[src/rtl/conv3x3_pe.sv]
// 3x3 convolution processing element: nine signed MACs per window, channel
// accumulation into a saturating group partial sum with three pipeline stages.
module conv3x3_pe #(
  parameter int DATA_WIDTH = 8,
  parameter int ACC_WIDTH  = 32,
  parameter int NUM_TAPS   = 9,
  parameter int CNT_WIDTH  = 8
) (
  input  logic                         clk,
  input  logic                         rst_n,
  input  logic signed [DATA_WIDTH-1:0] wgt_in [NUM_TAPS],
  input  logic                         wgt_load,
  input  logic signed [DATA_WIDTH-1:0] act_in [NUM_TAPS],
  input  logic                         act_valid,
  input  logic                         act_last,
  output logic signed [ACC_WIDTH-1:0]  psum_out,
  output logic                         psum_valid,
  output logic                         sat,
  output logic [CNT_WIDTH-1:0]         grp_cnt
);

  localparam int PROD_W = 2 * DATA_WIDTH;
  localparam int SUM_W  = PROD_W + 4;
  // One guard bit above the wider of accumulator and window sum, so the raw add never wraps.
  localparam int EXT_W  = ((ACC_WIDTH > SUM_W) ? ACC_WIDTH : SUM_W) + 1;

  localparam logic signed [EXT_W-1:0] ACC_MAX =
    {{(EXT_W-ACC_WIDTH+1){1'b0}}, {(ACC_WIDTH-1){1'b1}}};
  localparam logic signed [EXT_W-1:0] ACC_MIN =
    {{(EXT_W-ACC_WIDTH+1){1'b1}}, {(ACC_WIDTH-1){1'b0}}};

  // Returns {clamped, value}.
  function automatic logic [ACC_WIDTH:0] sat_acc(input logic signed [EXT_W-1:0] x);
    if (x > ACC_MAX) return {1'b1, ACC_MAX[ACC_WIDTH-1:0]};
    if (x < ACC_MIN) return {1'b1, ACC_MIN[ACC_WIDTH-1:0]};
    return {1'b0, x[ACC_WIDTH-1:0]};
  endfunction

  logic signed [DATA_WIDTH-1:0] r_wgt     [NUM_TAPS];
  logic signed [PROD_W-1:0]     w_prod    [NUM_TAPS];
  logic signed [PROD_W-1:0]     r_prod_p1 [NUM_TAPS];
  logic                         r_vld_p1;
  logic                         r_last_p1;
  logic signed [SUM_W-1:0]      w_sum;
  logic signed [SUM_W-1:0]      r_sum_p2;
  logic                         r_vld_p2;
  logic                         r_last_p2;
  logic signed [ACC_WIDTH-1:0]  r_acc;
  logic                         r_sat_grp;
  logic [CNT_WIDTH-1:0]         r_cnt;
  logic signed [ACC_WIDTH-1:0]  r_psum;
  logic                         r_psum_vld;
  logic                         r_sat;
  logic signed [EXT_W-1:0]      w_acc_ext;
  logic signed [EXT_W-1:0]      w_sum_ext;
  logic signed [EXT_W-1:0]      w_raw;
  logic [ACC_WIDTH:0]           w_sat_res;
  logic signed [ACC_WIDTH-1:0]  w_res;
  logic                         w_clamp;

  // Weight registers; a window in the load cycle still multiplies the old set.
  always_ff @(posedge clk or negedge rst_n) begin
    if (!rst_n) begin
      for (int i = 0; i < NUM_TAPS; i++) r_wgt[i] <= '0;
    end else if (wgt_load) begin
      for (int i = 0; i < NUM_TAPS; i++) r_wgt[i] <= wgt_in[i];
    end
  end

  always_comb begin
    for (int i = 0; i < NUM_TAPS; i++) begin
      w_prod[i] = PROD_W'(act_in[i]) * PROD_W'(r_wgt[i]);
    end
  end

  // Stage p1: per-tap products
  always_ff @(posedge clk or negedge rst_n) begin
    if (!rst_n) begin
      for (int i = 0; i < NUM_TAPS; i++) r_prod_p1[i] <= '0;
      r_vld_p1  <= 1'b0;
      r_last_p1 <= 1'b0;
    end else begin
      for (int i = 0; i < NUM_TAPS; i++) r_prod_p1[i] <= w_prod[i];
      r_vld_p1  <= act_valid;
      r_last_p1 <= act_valid & act_last;
    end
  end

  always_comb begin
    w_sum = '0;
    for (int i = 0; i < NUM_TAPS; i++) begin
      w_sum = w_sum + SUM_W'(r_prod_p1[i]);
    end
  end

  // Stage p2: window sum
  always_ff @(posedge clk or negedge rst_n) begin
    if (!rst_n) begin
      r_sum_p2  <= '0;
      r_vld_p2  <= 1'b0;
      r_last_p2 <= 1'b0;
    end else begin
      r_sum_p2  <= w_sum;
      r_vld_p2  <= r_vld_p1;
      r_last_p2 <= r_last_p1;
    end
  end

  assign w_acc_ext = {{(EXT_W-ACC_WIDTH){r_acc[ACC_WIDTH-1]}}, r_acc};
  assign w_sum_ext = {{(EXT_W-SUM_W){r_sum_p2[SUM_W-1]}}, r_sum_p2};
  assign w_raw     = w_acc_ext + w_sum_ext;
  assign w_sat_res = sat_acc(w_raw);
  assign w_clamp   = w_sat_res[ACC_WIDTH];
  assign w_res     = w_sat_res[ACC_WIDTH-1:0];

  // Stage p3: accumulate; the accumulator is left at zero after each group closes
  always_ff @(posedge clk or negedge rst_n) begin
    if (!rst_n) begin
      r_acc      <= '0;
      r_sat_grp  <= 1'b0;
      r_cnt      <= '0;
      r_psum     <= '0;
      r_sat      <= 1'b0;
      r_psum_vld <= 1'b0;
    end else begin
      r_psum_vld <= r_vld_p2 & r_last_p2;
      if (r_vld_p2) begin
        if (r_last_p2) begin
          r_psum    <= w_res;
          r_sat     <= r_sat_grp | w_clamp;
          r_acc     <= '0;
          r_sat_grp <= 1'b0;
          r_cnt     <= '0;
        end else begin
          r_acc     <= w_res;
          r_sat_grp <= r_sat_grp | w_clamp;
          r_cnt     <= r_cnt + CNT_WIDTH'(1);
        end
      end
    end
  end

  assign psum_out   = r_psum;
  assign psum_valid = r_psum_vld;
  assign sat        = r_sat;
  assign grp_cnt    = r_cnt;

endmodule

[config.mk]
export PLATFORM = sky130hd
export DESIGN_NAME = conv3x3_pe
export DESIGN_NICKNAME = d
export VERILOG_FILES = /design/src/rtl/conv3x3_pe.sv
export SDC_FILE = /design/constraint.sdc
export NUM_CORES = 2
export LEC_CHECK = 0
export BUFFER_PORTS_ARGS = -buffer_cell sky130_fd_sc_hd__buf_4
export CAP_MARGIN = 20
export CORE_MARGIN = 1.5
export CORE_UTILIZATION = 55
export DETAILED_ROUTE_END_ITERATION = 6
export PLACE_DENSITY = 0.73
export SYNTH_ARGS = -nofsm -noshare
export SYNTH_HDL_FRONTEND = slang
export SYNTH_SLANG_ARGS = --single-unit
[constraint.sdc]
create_clock -name clk -period 5.4 [get_ports clk]
set_clock_uncertainty 0.15 [all_clocks]
set_input_delay 0.27 -clock clk [delete_from_list [all_inputs] [get_ports clk]]
set_output_delay 0.27 -clock clk [all_outputs]
set_load 0.05 [all_outputs]
# Word-level counts from Yosys, hierarchy flattened

Cells that the tools add are included.

Register bits after elaboration: 315
Input bits: 149
Output and inout bits: 42
Word-level logic and storage cells: 64

Add/sub/neg operators: 10
Multiply operators: 9
$lt $le $gt $ge: 2
Muxes and demuxes: 10
Bitwise logic cells: 3
Reduce and logical (&&, ||, !) cells: 1

Operator list:

| kind                                                 | count |
|---|---|
| multiplier 8 x 8 -> 16 bit                           | 9 |
| 2-to-1 mux 33 bit                                    | 4 |
| adder 20 x 16 -> 20 bit                              | 4 |
| adder 32 x 20 -> 33 bit                              | 1 |
| > comparator 33 x 32 -> 1 bit, second input constant | 1 |
| < comparator 33 x 32 -> 1 bit, second input constant | 1 |
| 2-to-1 mux 32 bit                                    | 1 |
| adder 19 x 16 -> 20 bit                              | 1 |
| adder 18 x 16 -> 19 bit                              | 1 |
| adder 17 x 16 -> 18 bit                              | 1 |
| adder 16 x 16 -> 17 bit                              | 1 |
| adder 8 x 1 -> 8 bit, second input constant          | 1 |
| 2-to-1 mux 8 bit                                     | 1 |
| 2-to-1 mux 1 bit                                     | 4 |
| bitwise AND 1 bit                                    | 2 |
| AND reduction 2 bit                                  | 1 |
| bitwise OR 1 bit                                     | 1 |

# Longest topological paths before layout

Depth in word-level cells: 8
Gate-level depth with buffers: 19
Gate-level depth less buffers: 19

# Worst setup path after synthesis

No wires, ideal clock.

Kind: register to register
Start: register r_prod_p1[98] in the netlist's numbering
End: register r_sum_p2[18]
Setup time: 0.080 ns
Arrival time: 4.568 ns
Required time: 5.170 ns
Slack: 0.602 ns
Stages on the path, launching flop included: 18
Buffers on the path: 0
Period minus slack after synthesis: 4.798 ns
Cell sequence: dfrtp_1 > fa_1 > fa_1 > fa_1 > inv_1 > fa_1 > inv_1 > ha_1 > fa_1 > a21o_1 > a21oi_1 > nor2b_1 > o21ai_0 > a211oi_1 > nor3_1 > o41ai_1 > a21oi_1 > xnor2_1

Word-level cells in the longest chain between the ends: 7

Ends and longest elaborated chain:

| element                              | line | source |
|---|---|---|
| start: declaration                   | 41   | `logic signed [PROD_W-1:0] r_prod_p1 [NUM_TAPS];` |
| adder 17 x 16 -> 18 bit              | 92   | `w_sum = w_sum + SUM_W'(r_prod_p1[i]);` |
| adder 18 x 16 -> 19 bit              | 92   |  |
| adder 19 x 16 -> 20 bit              | 92   |  |
| adder 20 x 16 -> 20 bit (4 in a row) | 92   |  |
| named net w_sum[18]                  | 44   | `logic signed [SUM_W-1:0] w_sum;` |
| end signal: assignment               | 103  | `r_sum_p2 <= w_sum;` |
| end: declaration                     | 45   | `logic signed [SUM_W-1:0] r_sum_p2;` |

The timed path passes the listed nets, and every way through them passes these cells.
A chain may end at the register's enable or synchronous reset.

==> impl_metrics.tcl <==
set metrics [dict create \
    period_needed_ns 5.040 \
    fin_cells 4892 \
    synth_seq_area_share_pct 21.24 \
    grt_pass1_wl_um 138800 \
    die_area_um2 69040 \
    violations "DRC" \
    worst_setup_path_start_kind "register" \
    reg2regPathDepth 18 \
    synth_edf_count 0 \
    critical_path.top_delay_family "adder cells" \
    firstDrtPassIters 7 \
    cpPeakStageDelay_ns 0.53 \
    drc_errors 1 \
    routed_wl_um 81050 \
    drv_slew 0 \
    wl_per_cell_um 16.57 \
    fin_area_um2 41780 \
    ant_nets 0 \
    synthToLayoutAreaGrowth_pct 12.59 \
    rrSetupSlack_ns 0.36 \
    diodes 0 \
    synth_top_family_by_area "adder cells" \
    first_iter_violations 1286 \
    cp_max_fo 9 \
    fin_crit_sh_pct 93.34 \
    hold_class "in -> reg" \
    finalSetupTns_ns 0 \
    synth-warning-count 0 \
    path_clk_slew_ns 0.06 \
    synthArstFlopShare_pct 100.0 \
    dieHeight_um 262.8 \
    nets 5062 \
    max_freq_mhz 198.4 \
    clk_latency_ns 0.57 \
    holdPathEnd "r_prod_p1[112]$_DFF_PN0_" \
    synth_ff_type "dfrtp_1" \
    drive_gt1_share_pct 8.957 \
    timing.slew.headroom_pct 38.12 \
    cp_cell_sequence "and2_1 > fa_1 > inv_1 > fa_1 > inv_1 > fa_1 > inv_1 > fa_1 > inv_1 > ha_1 > o21ai_0 > a21boi_0 > o21ai_0 > a21boi_0 > o21ai_0 > a21boi_0 > mux2i_1 > nand2_1" \
    netlist_area_um2 37110 \
    grt.total_usage_pct 25.15 \
    synthXorXnorAreaFrac_pct 3.776 \
    grt_start_max_net_pins 144 \
    synthCells 3704 \
    clockBufferDepth 3 \
    cts_buffers 40 \
    syn_nets 4778 \
    antenna_found_initial 3 \
    path_buf_inv 4 \
    synth-seq-cells 315 \
    via_count 25250 \
    design.core.area_um2 66920 \
    routed_via_density 5.161 \
    numClockSinks 315 \
    rsz0062_at_grt "false" \
    hold_violations 0 \
    synth_compound_area_share_pct 6.733 \
    crit_path_end_kind "register" \
    fillCellCount 5531 \
    muxShareOfSynthArea_pct 2.141 \
    rows 95 \
    required_ns 5.70 \
    synthSimpleGateAreaFrac_pct 13.14 \
    io_pins 191 \
    grt_overflow_total 0 \
    dp_hpwl_um 65910 \
    setup_violations 0 \
    cts_htree_levels 2 \
    start_util_pct 55.46 \
    place_congestion 0.8943 \
    r2r-end "r_prod_p1[14]$_DFF_PN0_" \
    timing_worst_setup_path_type "reg -> reg" \
    maxCapViolCount 0 \
    syn_avg_cell_area_um2 10.02 \
    place_inst 4734 \
    portBuffers 190 \
    die-width_um 262.8 \
    cts_tree "done" \
    yosys.area_share.adder_pct 43.89 \
    grt_pass1_vias 27220 \
    synth_cell_type_count 72 \
    post_dp_cell_area_um2 39540 \
    whs_path_depth 2 \
    status "finished, violations left" \
    arrival_ns 5.34 \
    r2r_start "r_wgt[1]$_DFFE_PN0P_" \
    hp-start "act_in[56]" \
    worstMarginPinSlew_ns 0.9232 \
    fin_util_pct 62.44 \
    root_buffer "clkbuf_16" \
    critPathSlowestCell "fa_1" \
]
-- cell usage in the layout (no fill, tap or decap), types with 7 or more instances in the layout --
| cell type | netlist | layout |
|---|---|---|
| nand3_1 | 28 | 28 |
| a21oi_1 | 85 | 85 |
| o21ai_0 | 94 | 93 |
| o211ai_1 | 8 | 8 |
| and2_1 | 353 | 353 |
| clkbuf_16 | 0 | 41 |
| dfrtp_1 | 315 | 315 |
| nand2b_1 | 53 | 53 |
| dlygate4sd3_1 | 0 | 84 |
| nor3_1 | 27 | 26 |
| ha_1 | 314 | 314 |
| a21boi_0 | 25 | 20 |
| o21bai_1 | 7 | 7 |
| o2bb2ai_1 | 25 | 25 |
| nand2_1 | 275 | 275 |
| and3_1 | 7 | 7 |
| buf_4 | 1 | 200 |
| a21o_1 | 31 | 31 |
| xnor2_1 | 140 | 140 |
| inv_1 | 845 | 845 |
| fa_1 | 611 | 611 |
| o21a_1 | 13 | 13 |
| xor2_1 | 20 | 20 |
| or3_1 | 8 | 8 |
| inv_6 | 0 | 8 |
| mux2_2 | 67 | 67 |
| maj3_1 | 7 | 7 |
| nor2b_1 | 27 | 27 |
| nor2_1 | 140 | 140 |
| o21ai_1 | 25 | 26 |
| nand4_1 | 12 | 12 |
-- synth_stat cells (all sizes together), types with 28 or more instances --
cell type	n	area (um2)
a21o	31	232.7
a21oi	86	434.2
and2	353	2208
clkbuf	34	127.6
dfrtp	315	7883
fa	611	12230
ha	314	3929
inv	845	3172
mux2	67	754.5
nand2	275	1032
nand2b	53	331.6
nand3	28	140.1
nor2	141	536.8
nor3	28	145.1
o21ai	120	604.3
xnor2	140	1226
-- state kept, by name (all words and copies together), names as in the netlist --
signal and flops:
r_prod_p1 144, r_wgt 72, psum_out 32, r_acc 32, r_sum_p2 20, grp_cnt 8, psum_valid 1, r_last_p1 1
r_last_p2 1, r_sat_grp 1, r_vld_p1 1, r_vld_p2 1, sat 1
-- layout make-up --
| type | instances | area (um2) | share of cell area [%] |
|---|---|---|---|
| Multi-Input combinational cell | 2498 | 25860 | 61.89 |
| Sequential cell | 315 | 7883 | 18.87 |
| Inverter | 846 | 3176 | 7.600 |
| Timing Repair Buffer | 287 | 2397 | 5.738 |
| Clock buffer | 50 | 1110 | 2.656 |
| Tap cell | 873 | 1092 | 2.614 |
| Clock inverter | 23 | 264.0 | 0.6318 |
-- routing by layer --
layer / track usage, % / wire length, um / vias up
met5: 0 / 26 / -
li1: - / - / 11940
met3: 3.336 / 3431 / 143
met2: 44.18 / 41430 / 472
met4: 7.920 / 2617 / 4
met1: 32.32 / 33540 / 12690
-- repair_timing --
action                                  CTS  global route
setup buffers                             0             0
endpoints found under the setup margin    0             6
endpoints found under the hold margin   177             0
gates resized for setup                   0             7
hold buffers                             84             0
-- worst register-to-register path, cell delays in order, from the launching register on --
cell and delay (ns):
dfrtp_1 0.46, and2_1 0.21, fa_1 0.50, inv_1 0.05
fa_1 0.50, inv_1 0.05, fa_1 0.53, inv_1 0.05
fa_1 0.50, inv_1 0.05, ha_1 0.32, o21ai_0 0.13
a21boi_0 0.28, o21ai_0 0.15, a21boi_0 0.25, o21ai_0 0.14
a21boi_0 0.32, mux2i_1 0.22, nand2_1 0.08
-- per-stage QoR --
| stage | hold slack [ns] | worst slack (ns) |
|---|---|---|
| detailed placement | 0.1893 | 0.2415 |
| finish | 0.02796 | 0.3598 |
| CTS | 0.0001247 | 0.2295 |
| global route | 0.03015 | 0.001515 |
| global placement | 0.1839 | 0.3434 |
| floorplan | -0.1756 | 0.6025 |
-- how the worst max path moves through the flow --
stage / cells after the start / from / slack (ns) / to
after floorplan: 17 / r_prod_p1[98]$_DFF_PN0_ / 0.60 / r_sum_p2[18]$_DFF_PN0_
after detailed placement: 17 / r_prod_p1[98]$_DFF_PN0_ / 0.24 / r_sum_p2[16]$_DFF_PN0_
after global routing: 17 / r_wgt[60]$_DFFE_PN0P_ / 0.002 / r_prod_p1[126]$_DFF_PN0_
after CTS: 17 / r_prod_p1[98]$_DFF_PN0_ / 0.23 / r_sum_p2[16]$_DFF_PN0_
after global placement: 17 / r_prod_p1[98]$_DFF_PN0_ / 0.34 / r_sum_p2[18]$_DFF_PN0_
final: 18 / r_wgt[1]$_DFFE_PN0P_ / 0.36 / r_prod_p1[14]$_DFF_PN0_
-- cell families after synthesis --
| family | count (synthesis) |
|---|---|
| simple gates | 951 |
| fa+ha+maj | 937 |
| buf+inv | 891 |
| compound gates | 379 |
| flops | 315 |
| xor+xnor | 160 |
| mux | 71 |
Power is left out: the tool's default activity adds up to more than one toggle a clock period on the data nets, which glitch-free logic cannot reach.
